`src/rtl/rfphoenix_mem_req_arbiter.sv`:
```
// rtl/rfphoenix_mem_req_arbiter.sv - two-channel round-robin memory request arbiter and queue drain
module rfphoenix_mem_req_arbiter #(
    parameter int  NREQ = 4,
    parameter int  TMO  = 15,
    parameter int  PW   = 64,
    localparam int IW   = (NREQ > 1) ? $clog2(NREQ) : 1
) (
    input  logic            clk_i,
    input  logic            rst_i,
    input  logic [NREQ-1:0] req_i,
    input  logic [PW-1:0]   reqi_i [NREQ],
    output logic [NREQ-1:0] ack_o,
    output logic [1:0]      tmo_err_o,
    output logic            wr0_o,
    output logic            wr1_o,
    output logic [PW-1:0]   i0_o,
    output logic [PW-1:0]   i1_o,
    input  logic            wr_ack0_i,
    input  logic            wr_ack1_i,
    input  logic            full_i,
    input  logic            qvalid_i,
    input  logic [PW-1:0]   qo_i,
    output logic            rd_o,
    input  logic            mem_rdy_i,
    output logic            mem_req_v_o,
    output logic [PW-1:0]   mem_req_o
);

    typedef enum logic {CH_IDLE, CH_BUSY} ch_state_e;
    typedef enum logic {D_IDLE, D_WAIT} drain_state_e;

    ch_state_e    ch_q   [2];
    ch_state_e    ch_d   [2];
    logic [IW-1:0] gidx_q [2];
    logic [IW-1:0] gidx_d [2];
    logic [7:0]   wcnt_q [2];
    logic [7:0]   wcnt_d [2];
    logic [PW-1:0] ich_q  [2];
    logic [PW-1:0] ich_d  [2];
    logic [IW-1:0] rr_q, rr_d;
    logic [1:0]   tmo_q, tmo_d;
    drain_state_e dst_q, dst_d;
    logic [PW-1:0] mreq_q, mreq_d;

    logic [1:0]    wr_ack;
    logic [1:0]    busy;
    logic [1:0]    gnt;
    logic [IW-1:0] gsel [2];

    assign wr_ack = {wr_ack1_i, wr_ack0_i};
    assign busy   = {ch_q[1] == CH_BUSY, ch_q[0] == CH_BUSY};

    function automatic logic [IW-1:0] rr_next(input logic [IW-1:0] g);
        return (int'(g) == NREQ - 1) ? '0 : g + 1'b1;
    endfunction

    // Round-robin scan of requesters not already held by a busy channel.
    always_comb begin : arb
        logic [NREQ-1:0] elig;
        logic            hit0_v, hit1_v;
        logic [IW-1:0]   hit0, hit1, idx_w;
        int              idx;
        elig   = req_i;
        hit0_v = 1'b0;
        hit1_v = 1'b0;
        hit0   = '0;
        hit1   = '0;
        idx    = 0;
        idx_w  = '0;
        for (int c = 0; c < 2; c++) begin
            if (busy[c]) elig[gidx_q[c]] = 1'b0;
        end
        for (int k = 0; k < NREQ; k++) begin
            idx = int'(rr_q) + k;
            if (idx >= NREQ) idx = idx - NREQ;
            idx_w = IW'(idx);
            if (elig[idx_w]) begin
                if (!hit0_v) begin
                    hit0_v = 1'b1;
                    hit0   = idx_w;
                end else if (!hit1_v) begin
                    hit1_v = 1'b1;
                    hit1   = idx_w;
                end
            end
        end
        gsel[0] = hit0;
        gsel[1] = busy[0] ? hit0 : hit1;
        gnt[0]  = ~full_i & ~busy[0] & hit0_v;
        gnt[1]  = ~full_i & ~busy[1] & (busy[0] ? hit0_v : hit1_v);
    end

    always_comb begin
        ack_o = '0;
        tmo_d = '0;
        rr_d  = rr_q;
        for (int c = 0; c < 2; c++) begin
            ch_d[c]   = ch_q[c];
            gidx_d[c] = gidx_q[c];
            wcnt_d[c] = wcnt_q[c];
            ich_d[c]  = ich_q[c];
            case (ch_q[c])
                CH_IDLE: begin
                    if (gnt[c]) begin
                        ch_d[c]   = CH_BUSY;
                        gidx_d[c] = gsel[c];
                        wcnt_d[c] = '0;
                        ich_d[c]  = reqi_i[gsel[c]];
                    end
                end
                CH_BUSY: begin
                    wcnt_d[c] = wcnt_q[c] + 8'd1;
                    if (wr_ack[c]) begin
                        ch_d[c]            = CH_IDLE;
                        ack_o[gidx_q[c]]   = 1'b1;
                    end else if (wcnt_q[c] == 8'(TMO - 1)) begin
                        ch_d[c]  = CH_IDLE;
                        tmo_d[c] = 1'b1;
                    end
                end
                default: ;
            endcase
        end
        if (gnt[1]) begin
            rr_d = rr_next(gsel[1]);
        end else if (gnt[0]) begin
            rr_d = rr_next(gsel[0]);
        end
    end

    // Strobe falls in the ack cycle so the queue never takes a duplicate entry.
    assign wr0_o     = busy[0] & ~wr_ack0_i;
    assign wr1_o     = busy[1] & ~wr_ack1_i;
    assign i0_o      = ich_q[0];
    assign i1_o      = ich_q[1];
    assign tmo_err_o = tmo_q;
    assign mem_req_o = mreq_q;

    always_comb begin
        rd_o        = 1'b0;
        mem_req_v_o = 1'b0;
        dst_d       = D_IDLE;
        mreq_d      = mreq_q;
        if (dst_q == D_IDLE) begin
            if (qvalid_i & mem_rdy_i & ~rst_i) begin
                rd_o        = 1'b1;
                mem_req_v_o = 1'b1;
                dst_d       = D_WAIT;
                mreq_d      = qo_i;
            end
        end
    end

    always_ff @(posedge clk_i or posedge rst_i) begin
        if (rst_i) begin
            for (int c = 0; c < 2; c++) begin
                ch_q[c]   <= CH_IDLE;
                gidx_q[c] <= '0;
                wcnt_q[c] <= '0;
                ich_q[c]  <= '0;
            end
            rr_q   <= '0;
            tmo_q  <= '0;
            dst_q  <= D_IDLE;
            mreq_q <= '0;
        end else begin
            for (int c = 0; c < 2; c++) begin
                ch_q[c]   <= ch_d[c];
                gidx_q[c] <= gidx_d[c];
                wcnt_q[c] <= wcnt_d[c];
                ich_q[c]  <= ich_d[c];
            end
            rr_q   <= rr_d;
            tmo_q  <= tmo_d;
            dst_q  <= dst_d;
            mreq_q <= mreq_d;
        end
    end

endmodule
```
`config.mk`:
```
export PLATFORM = sky130hd
export DESIGN_NAME = rfphoenix_mem_req_arbiter
export DESIGN_NICKNAME = d
export VERILOG_FILES = /design/src/rtl/rfphoenix_mem_req_arbiter.sv
export SDC_FILE = /design/constraint.sdc
export NUM_CORES = 1
export LEC_CHECK = 0
export ABC_AREA = 1
export ABC_CLOCK_PERIOD_IN_PS = 12850
export BUFFER_PORTS_ARGS = -buffer_cell sky130_fd_sc_hd__buf_2
export CAP_MARGIN = 15
export CELL_PAD_IN_SITES_DETAIL_PLACEMENT = 2
export CELL_PAD_IN_SITES_GLOBAL_PLACEMENT = 2
export CORE_MARGIN = 2
export CORE_UTILIZATION = 27
export CTS_BUF_LIST = sky130_fd_sc_hd__clkbuf_4 sky130_fd_sc_hd__clkbuf_8 sky130_fd_sc_hd__clkbuf_16
export DETAILED_ROUTE_END_ITERATION = 10
export GPL_TIMING_DRIVEN = 0
export PLACE_DENSITY_LB_ADDON = 0.08
export SYNTH_ARGS = -nofsm -noshare
export SYNTH_HDL_FRONTEND = slang
export SYNTH_SLANG_ARGS = --single-unit
```
`constraint.sdc`:
```
create_clock -name clk_i -period 12.85 [get_ports clk_i]
set_input_delay 1.285 -clock clk_i [delete_from_list [all_inputs] [get_ports clk_i]]
set_output_delay 1.285 -clock clk_i [all_outputs]
set_load 0.05 [all_outputs]
```
Word level (Yosys, flattened, before mapping)
Index checks and enable logic that the tools add are counted.
{"block": "word_totals", "ff_bits": 219, "in_bits": 331, "out_inout_bits": 202, "word_cells": 150}
{"block": "op_classes", "addsub": 11, "order_cmp": 14, "eq_ne": 6, "n_mux": 79, "bitwise": 22, "reduce_logical": 6}
{"cell": "$bmux W64 S2", "count": 2}
{"cell": "$mux W64", "count": 4}
{"cell": "$mux W2", "count": 24}
{"cell": "$pmux W8 S2", "count": 2}
{"cell": "$mux W1", "count": 31}
{"cell": "$mux W4", "count": 6}
{"cell": "$lt A2 B3 Y1 const B", "count": 6}
{"cell": "$add A8 B1 Y8 const B", "count": 2}
{"cell": "$eq A8 B4 Y1 const B", "count": 2}
{"cell": "$mux W8", "count": 2}
{"cell": "$ge A3 B3 Y1 const B", "count": 5}
{"cell": "$and A1 B1 Y1", "count": 8}
{"cell": "$and A4 B4 Y4", "count": 2}
{"cell": "$bmux W1 S2", "count": 4}
{"cell": "$not A4 Y4", "count": 2}
{"cell": "$sub A2 B1 Y2 const B", "count": 4}
{"cell": "$not A1 Y1", "count": 7}
{"cell": "$add A2 B2 Y3 const B", "count": 2}
{"cell": "$not A2 Y3", "count": 2}
{"cell": "$reduce_and A2 Y1", "count": 3}
{"cell": "$add A2 B1 Y2 const B", "count": 2}
{"cell": "$demux W1 S2", "count": 2}
{"cell": "$eq A2 B1 Y1 const B", "count": 2}
{"cell": "$ge A2 B1 Y1 const B", "count": 2}
{"cell": "7 further kinds", "count": 10}

Depth between registers and ports, before layout
Gate-level depths: netlist (run 1).
{"block": "logic_depth", "depth_word": 25, "ltp_mapped": 22, "mapped_depth_nobuf": 20}

Least setup slack after synthesis (run 1)
No wires, ideal clock.
{"block": "synth_timing", "kind": "input-to-output", "startpoint": "input rst_i", "endpoint": "output rd_o", "arrival_time_ps": 2541, "required_time_ps": 11565, "path_slack_ps": 9024, "path_stages": 4, "path_buffers": 2, "path_cell_list": "nor2_1 and3_1 clkbuf_1 buf_4"}
{"block": "synth_via", "elab_chain_len": 4}
{"element": "start: declaration", "line_no": "9", "text": "input logic rst_i,"}
{"element": "$not A1 Y1", "line_no": "145", "text": "if (qvalid_i & mem_rdy_i & ~rst_i) begin"}
{"element": "$and A1 B1 Y1", "line_no": "145"}
{"element": "$mux W1 (2 in series)"}
{"element": "end: declaration", "line_no": "23", "text": "output logic rd_o,"}
Every way passes these cells.

Worst setup path in the final report (run 1)
{"block": "layout_timing", "startpoint": "register ch_q (netlist bit busy[0])", "endpoint": "output wr0_o"}
{"block": "layout_via", "elab_chain_len": 1}
{"element": "start: declaration", "line_no": "32", "text": "ch_state_e ch_q [2];"}
{"element": "start signal: indexed assignment", "line_no": "168", "text": "ch_q[c] <= ch_d[c];"}
{"element": "$and A1 B1 Y1", "line_no": "132", "text": "assign wr0_o = busy[0] & ~wr_ack0_i;"}
{"element": "end: declaration", "line_no": "14", "text": "output logic wr0_o,"}
Every way passes these cells.

==> results_dict.tcl, run 1 <==
set metrics [dict create \
    status "finished, final reports clean" \
    numClockSinks 219 \
    clk_pin_slew_worst_paths_ns 0.06 \
    core_um2 50200 \
    die_w_um 229 \
    synthArstFlopShare 1.00 \
    drive_above_1_share 0.260 \
    port_buffers 532 \
    vias 16800 \
    grt_pass1_wl_um 112000 \
    grt_max_degree 114 \
    clock_latency_ns 0.60 \
    first_global_vias 18600 \
    yosys.area.top_type "dfrtp_1" \
    rows 82 \
    regToRegStartpoint "busy[1]" \
    avgViaCountPerCell 5.00 \
    route.detailed.drc 0 \
    relSlewSlack 0.321 \
    hold_path_class "register to register" \
    finalWorstPathRequiredPeriod_ns 4.07 \
    tritoncts "yes" \
    crit_chain "buf_1 -> clkinv_1 -> nor2_1 -> buf_2" \
    fill_cells 6171 \
    yosysTopAreaCellShare 0.400 \
    dieArea_um2 52600 \
    finalWirelength_um 74500 \
    end_kind "primary output" \
    cts_setup_buffers 0 \
    synth_warnings 0 \
    worstSetupPathType "register to primary output" \
    max_slew.worst_pin.slew_ns 1.01 \
    rsz0062_at_grt "no" \
    io_pins 533 \
    ctsLongestPathBuffers 3 \
    cts_resized 0 \
    skew_ns 0.0301 \
    synth_nets 2413 \
    antenna_found_initial 36 \
    drt_iter0_drc 716 \
    timing.rr.end "i0_o[62]" \
    ys_types 32 \
    cap_violations 0 \
    hold_buffers 0 \
    fmaxAchievable_mhz 246 \
    dominantRegCellSynth "dfrtp_1" \
    place.detailed.hpwl_um 57400 \
    netlist_area_um2 13700 \
    worst_path_largest_cell_delay_ns 0.56 \
    track_usage 0.276 \
    yosysSeqAreaShare 0.400 \
    cts_root_buf "clkbuf_16" \
    die_y_um 229 \
    gp_congestion 0.897 \
    first_pass_iters 5 \
    slowest_stage "clkinv_1" \
    grt_overflow 0 \
    synth.area.top_cells "dfrtp_1, nand2_1, nand3_1" \
    drv_slew 0 \
    syn_area_per_cell_um2 6.61 \
    num-nets-final 2978 \
    htreeDepth 1 \
    reg2reg_depth 11 \
    required_ns 11.56 \
    min_period_over_period 0.317 \
    setup_viol 0 \
    cts_buffers 30 \
    synth_cells 2074 \
    start_kind "register" \
    synth-edff-count 0 \
    critPathMaxFanout 10 \
    setup-tns-final_ns 0 \
    drtAntennaViolNets 0 \
    wl_per_cell_um 22.1 \
    initial_core_util 0.273 \
    final_hold_viol_count 0 \
    critPathArrivalTime_ns 2.79 \
    critPathLaunch "busy[0]" \
    crit_end "wr0_o" \
    r2r_slack_ns 9.19 \
    syn_to_final_growth_pct 34.3 \
    ys_seq_elements 219 \
]
==> layout make-up <==
type | instances | area [um2] | area share
Antenna cell | 29 | 72.6 | 0.00394
Buffer | 144 | 703 | 0.0382
Clock buffer | 44 | 887 | 0.0482
Clock inverter | 11 | 208 | 0.0113
Inverter | 303 | 1140 | 0.0622
Multi-Input combinational cell | 1408 | 6390 | 0.347
Sequential cell | 219 | 5480 | 0.298
Tap cell | 672 | 841 | 0.0457
Timing Repair Buffer | 533 | 2690 | 0.146
==> critical path, delay by kind of cell, from the launching register on <==
| kind | cells | cell delay, ns |
|---|---|---|
| buffers and inverters | 3 | 1.43 |
| flip-flops | 1 | 0.40 |
| AND/OR/NAND/NOR | 1 | 0.35 |
==> cells by family after synthesis <==
| family | after synthesis | synth area share |
|---|---|---|
| AO/OA/AOI/OAI | 360 | 0.139 |
| AND/OR/NAND/NOR | 1037 | 0.317 |
| flip-flops | 219 | 0.400 |
| XOR/XNOR | 3 | 0.00247 |
| buffers and inverters | 447 | 0.134 |
| adder cells (fa/ha/maj) | 8 | 0.00730 |
==> layer usage <==
metal	global-route usage	up-vias	part of all wire	wire (um)
met1	0.331	8379	0.41	30800
met2	0.488	485	0.50	37100
met3	0.0507	136	0.050	3750
met4	0.105	14	0.038	2800
met5	0	-	0.0011	80
li1	-	7792	-	-
==> how the worst min path moves through the flow <==
stage / startpoint / to / slack [ns] / depth (start not counted)
floorplan: gidx_q[0] / gidx_q[0] / 0.50 / 2
global placement: mem_req_o[1] / mem_req_o[1] / 0.45 / 2
detailed placement: mem_req_o[21] / mem_req_o[21] / 0.46 / 2
CTS: mem_req_o[21] / mem_req_o[21] / 0.47 / 2
global route: mem_req_o[59] / mem_req_o[59] / 0.50 / 2
finish: mem_req_o[53] / mem_req_o[53] / 0.47 / 2
==> sequential cells by signal, summed over array words and instances (netlist names) <==
| register | cells |
|---|---|
| i0_o | 64 |
| gidx_q | 4 |
| wcnt_q | 16 |
| tmo_err_o | 2 |
| busy | 2 |
| dst_q | 1 |
| rr_q | 2 |
| i1_o | 64 |
| mem_req_o | 64 |
==> through the flow <==
step / utilization / instance area [um2] / cells / hold slack [ns] / worst slack [ns]
6_report: 0.367 / 18400 / 3363 / 0.469 / 8.78
5_1_grt: 0.367 / 18400 / 3358 / 0.499 / 8.64
4_1_cts: 0.366 / 18300 / 3334 / 0.470 / 8.74
3_5_place_dp: 0.344 / 17200 / 3279 / 0.457 / 8.39
3_3_place_gp: 0.343 / 17200 / 3278 / 0.448 / 1.99
2_1_floorplan: - / 13700 / 2074 / 0.496 / 5.57
==> cells in the mapped netlist (2+ instances only) <==
master,count
a21oi_1,136
buf_6,3
nor2_1,78
nand2_2,6
clkbuf_1,50
o22ai_1,8
and3_1,2
clkinv_1,2
nor3_1,7
ha_1,8
o32ai_1,3
a31oi_1,64
o21ai_0,145
inv_2,9
nor4_1,4
nand3_1,301
nand2_1,629
buf_1,11
nand4_1,7
inv_1,292
buf_4,16
xor2_1,2
buf_2,64
dfrtp_1,219
==> layout by cell type (no fill, tap or decap), types with 4 or more instances in the layout <==
master     synthesis  final
diode_2            0     29
buf_1             11     11
clkinv_2           0      4
buf_2             64    596
inv_2              9      9
o21ai_0          145    145
nor2_1            78     78
buf_4             16     16
o22ai_1            8      8
inv_1            292    291
bufinv_16          0      5
nand4_1            7      7
nand2_2            6      6
ha_1               8      8
nand3_1          301    301
clkbuf_16          0     30
clkbuf_8           0      5
a31oi_1           64     64
clkbuf_1          50     50
nor4_1             4      4
nor3_1             7      7
dfrtp_1          219    219
a21oi_1          136    136
clkbuf_4           0      9
nand2_1          629    629
Power of run 1 is left out: the tool's default activity adds up to more than one toggle a clock period on the data nets, which glitch-free logic cannot reach.
==> run 2: changes to the inputs <==
ABC_AREA = 0   (was 1)
ABC_CLOCK_PERIOD_IN_PS = 3680   (was 12850)
CORE_UTILIZATION = 25   (was 27)
clock period = 3.68 ns   (was 12.85 ns; I/O delays follow)
==> run 2 against run 1 <==
Effect of this change:
- routed wire length down 4.1%
- synthesized cell count down 26%
- worst hold slack worse by 0.44 ns
- global-route usage down 2.5 points
- die area up 5.8%
- count of clock-buffer cells in the layout down 2
- flip-flop and latch count unchanged
- cell area up 2.7%
- final cell count down 14%
- non-clock buffer count up 48
- register-to-register slack worse by 9.0 ns
- area after synthesis down 2.0%
==> results_dict.tcl, run 2 <==
set metrics [dict create \
    cap_violations 0 \
    yosys.area.top_type "dfrtp_1" \
    netlist_area_um2 13400 \
    core_um2 52900 \
    synth_warnings 0 \
    utilization 0.358 \
    p_per_area_nw_per_um2 1080 \
    track_usage 0.251 \
    ys_seq_elements 219 \
    start_kind "register" \
    die_w_um 236 \
    fill_cells 6024 \
    route.detailed.drc 0 \
    dieArea_um2 55600 \
    setup_viol 0 \
    required_ns 4.18 \
    finalWirelength_um 71400 \
    power_mw 20.4 \
    worst_path_largest_cell_delay_ns 0.41 \
    initial_core_util 0.254 \
    gp_congestion 0.815 \
    ctsLongestPathBuffers 3 \
    skew_ns 0.0101 \
    synth_nets 1864 \
    wl_per_cell_um 24.8 \
    grt_max_degree 35 \
    numClockSinks 219 \
    drtAntennaViolNets 0 \
    ys_types 58 \
    synth-edff-count 0 \
    cts_root_buf "clkbuf_16" \
    cts_buffers 31 \
    end_kind "register" \
    grt_pass1_wl_um 106000 \
    die_y_um 236 \
    grt_overflow 0 \
    avgViaCountPerCell 4.97 \
    port_buffers 532 \
    antenna_found_initial 16 \
    fmaxAchievable_mhz 284 \
    synth_cells 1525 \
    place.detailed.hpwl_um 53400 \
    syn_to_final_growth_pct 40.7 \
    dominantRegCellSynth "dfrtp_1" \
    vias 14300 \
    synth.area.top_cells "dfrtp_1, nand2_1, a211oi_2" \
    clock_latency_ns 0.60 \
    drive_above_1_share 0.395 \
    rows 84 \
    mostFrequentLayoutCell "buf_2" \
    final_hold_viol_count 0 \
    drt_iter0_drc 490 \
    total_leakage_power_nw 8.98 \
    relSlewSlack 0.481 \
    first_global_vias 16100 \
    min_period_over_period 0.958 \
    syn_area_per_cell_um2 8.81 \
    hold_path_class "input port to register" \
    rsz0062_at_grt "yes" \
    crit_chain "buf_6 -> or3b_4 -> and3_4 -> buf_6 -> a21oi_1 -> o21ai_1 -> ha_1 -> a221oi_4 -> o21a_1 -> or2_1 -> buf_6 -> buf_12 -> inv_1 -> ha_1 -> or3_1 -> o21ai_0" \
    layout_common_cells "buf_2, nand2_1, dfrtp_1, o21ai_0, a211oi_2" \
    tritoncts "yes" \
    num-nets-final 2493 \
    critPathMaxFanout 10 \
    yosysSeqAreaShare 0.408 \
    status "finished, final reports clean" \
    crit_top_cell "buf_6" \
    critPathArrivalTime_ns 4.03 \
    yosysTopAreaCellShare 0.408 \
    max_slew.worst_pin.slew_ns 0.779 \
    clk_pin_slew_worst_paths_ns 0.07 \
    worstSetupPathType "register to register" \
    first_pass_iters 6 \
    slowest_stage "or3b_4" \
    finalWorstPathRequiredPeriod_ns 3.53 \
    synthArstFlopShare 1.00 \
    vdd_drop_max_mv 0.397 \
    synth.most_common_cell "nand2_1" \
    htreeDepth 1 \
    drv_slew 0 \
    synthTopCellsByCount "nand2_1, dfrtp_1, o21ai_0" \
    io_pins 533 \
]
-- run 2: power by group --
group / switching [mW] / total (mW) / internal (mW)
sequential: 0.607 / 3.96 / 3.36
clock: 1.27 / 3.14 / 1.87
combinational: 9.53 / 13.3 / 3.76
total: 11.4 / 20.4 / 8.99
-- run 2: kinds of logic (layout without fill, tap and decap cells) --
logic type,Yosys count,in the layout,share of synthesized area
compound gates,383,383,0.222
xor+xnor,12,12,0.00782
fa+ha+maj,8,8,0.00745
buf+inv,205,858,0.0741
flops,219,219,0.408
mux,131,131,0.104
other cells,0,13,0
simple gates,567,567,0.177
-- run 2: critical path: cells and delay by family (launching register included) --
kind,cells,cell delay [ns]
adder cells (fa/ha/maj),2,0.52
flip-flops,1,0.34
buffers and inverters,5,0.66
AND/OR/NAND/NOR,4,1.08
AO/OA/AOI/OAI,5,0.83
-- run 2: per-stage QoR --
step | cells | area [um2] | hold slack (ns) | setup WS [ns] | setup TNS, ns
final | 2879 | 18900 | 0.0264 | 0.154 | 0
after global routing | 2874 | 18900 | 0.0144 | -0.00262 | -0.00262
after CTS | 2864 | 18800 | 0.00147 | 0.00619 | 0
after detailed placement | 2753 | 17100 | 0.453 | -0.770 | -50.33
after global placement | 2745 | 17000 | 0.459 | -1.61 | -392.34
after floorplan | 1525 | 13400 | 0.466 | 0.424 | 0
-- run 2: repair_timing --
action / CTS / global route
buffers inserted: 0 / 3
pin swaps: 1 / 3
hold buffers: 54 / 1
endpoints found under the hold margin: 73 / 1
gates resized for setup: 32 / 31
setup endpoints to repair: 130 / 119
-- run 2: path summary, 6_finish.rpt --
| kind | slack (ns) | start | cells past startpoint | endpoint |
|---|---|---|---|---|
| worst max-delay path | 0.15 | busy[0] | 16 | rr_q[0] |
| min in group asynchronous | 0.39 | rst_i | 3 | mem_req_o[20] |
| worst max register to register | 0.15 | busy[0] | 16 | rr_q[0] |
| worst min-delay path | 0.03 | qo_i[56] | 2 | mem_req_o[56] |
| worst min register to register | 0.48 | i0_o[39] | 2 | i0_o[39] |
| max in group asynchronous | 2.30 | rst_i | 6 | i0_o[18] |
-- run 2: cell type report --
type,count,area (um2),area share
inverter,76,289,0.0153
sequential,219,5490,0.290
buffer,127,771,0.0408
multi-input combinational,1101,7010,0.371
antenna,13,32.5,0.00172
timing repair buffer,598,3400,0.180
clock buffer,42,915,0.0484
tap,688,861,0.0455
clock inverter,15,146,0.00774
-- run 2: routing by layer --
| layer | track usage | vias up | wire length (um) |
|---|---|---|---|
| met2 | 0.450 | 396 | 35900 |
| met1 | 0.301 | 7187 | 29500 |
| li1 | - | 6605 | - |
| met3 | 0.0507 | 98 | 3780 |
| met5 | 0 | - | 95 |
| met4 | 0.0739 | 14 | 2120 |
Power figures use the tool's default switching activity.
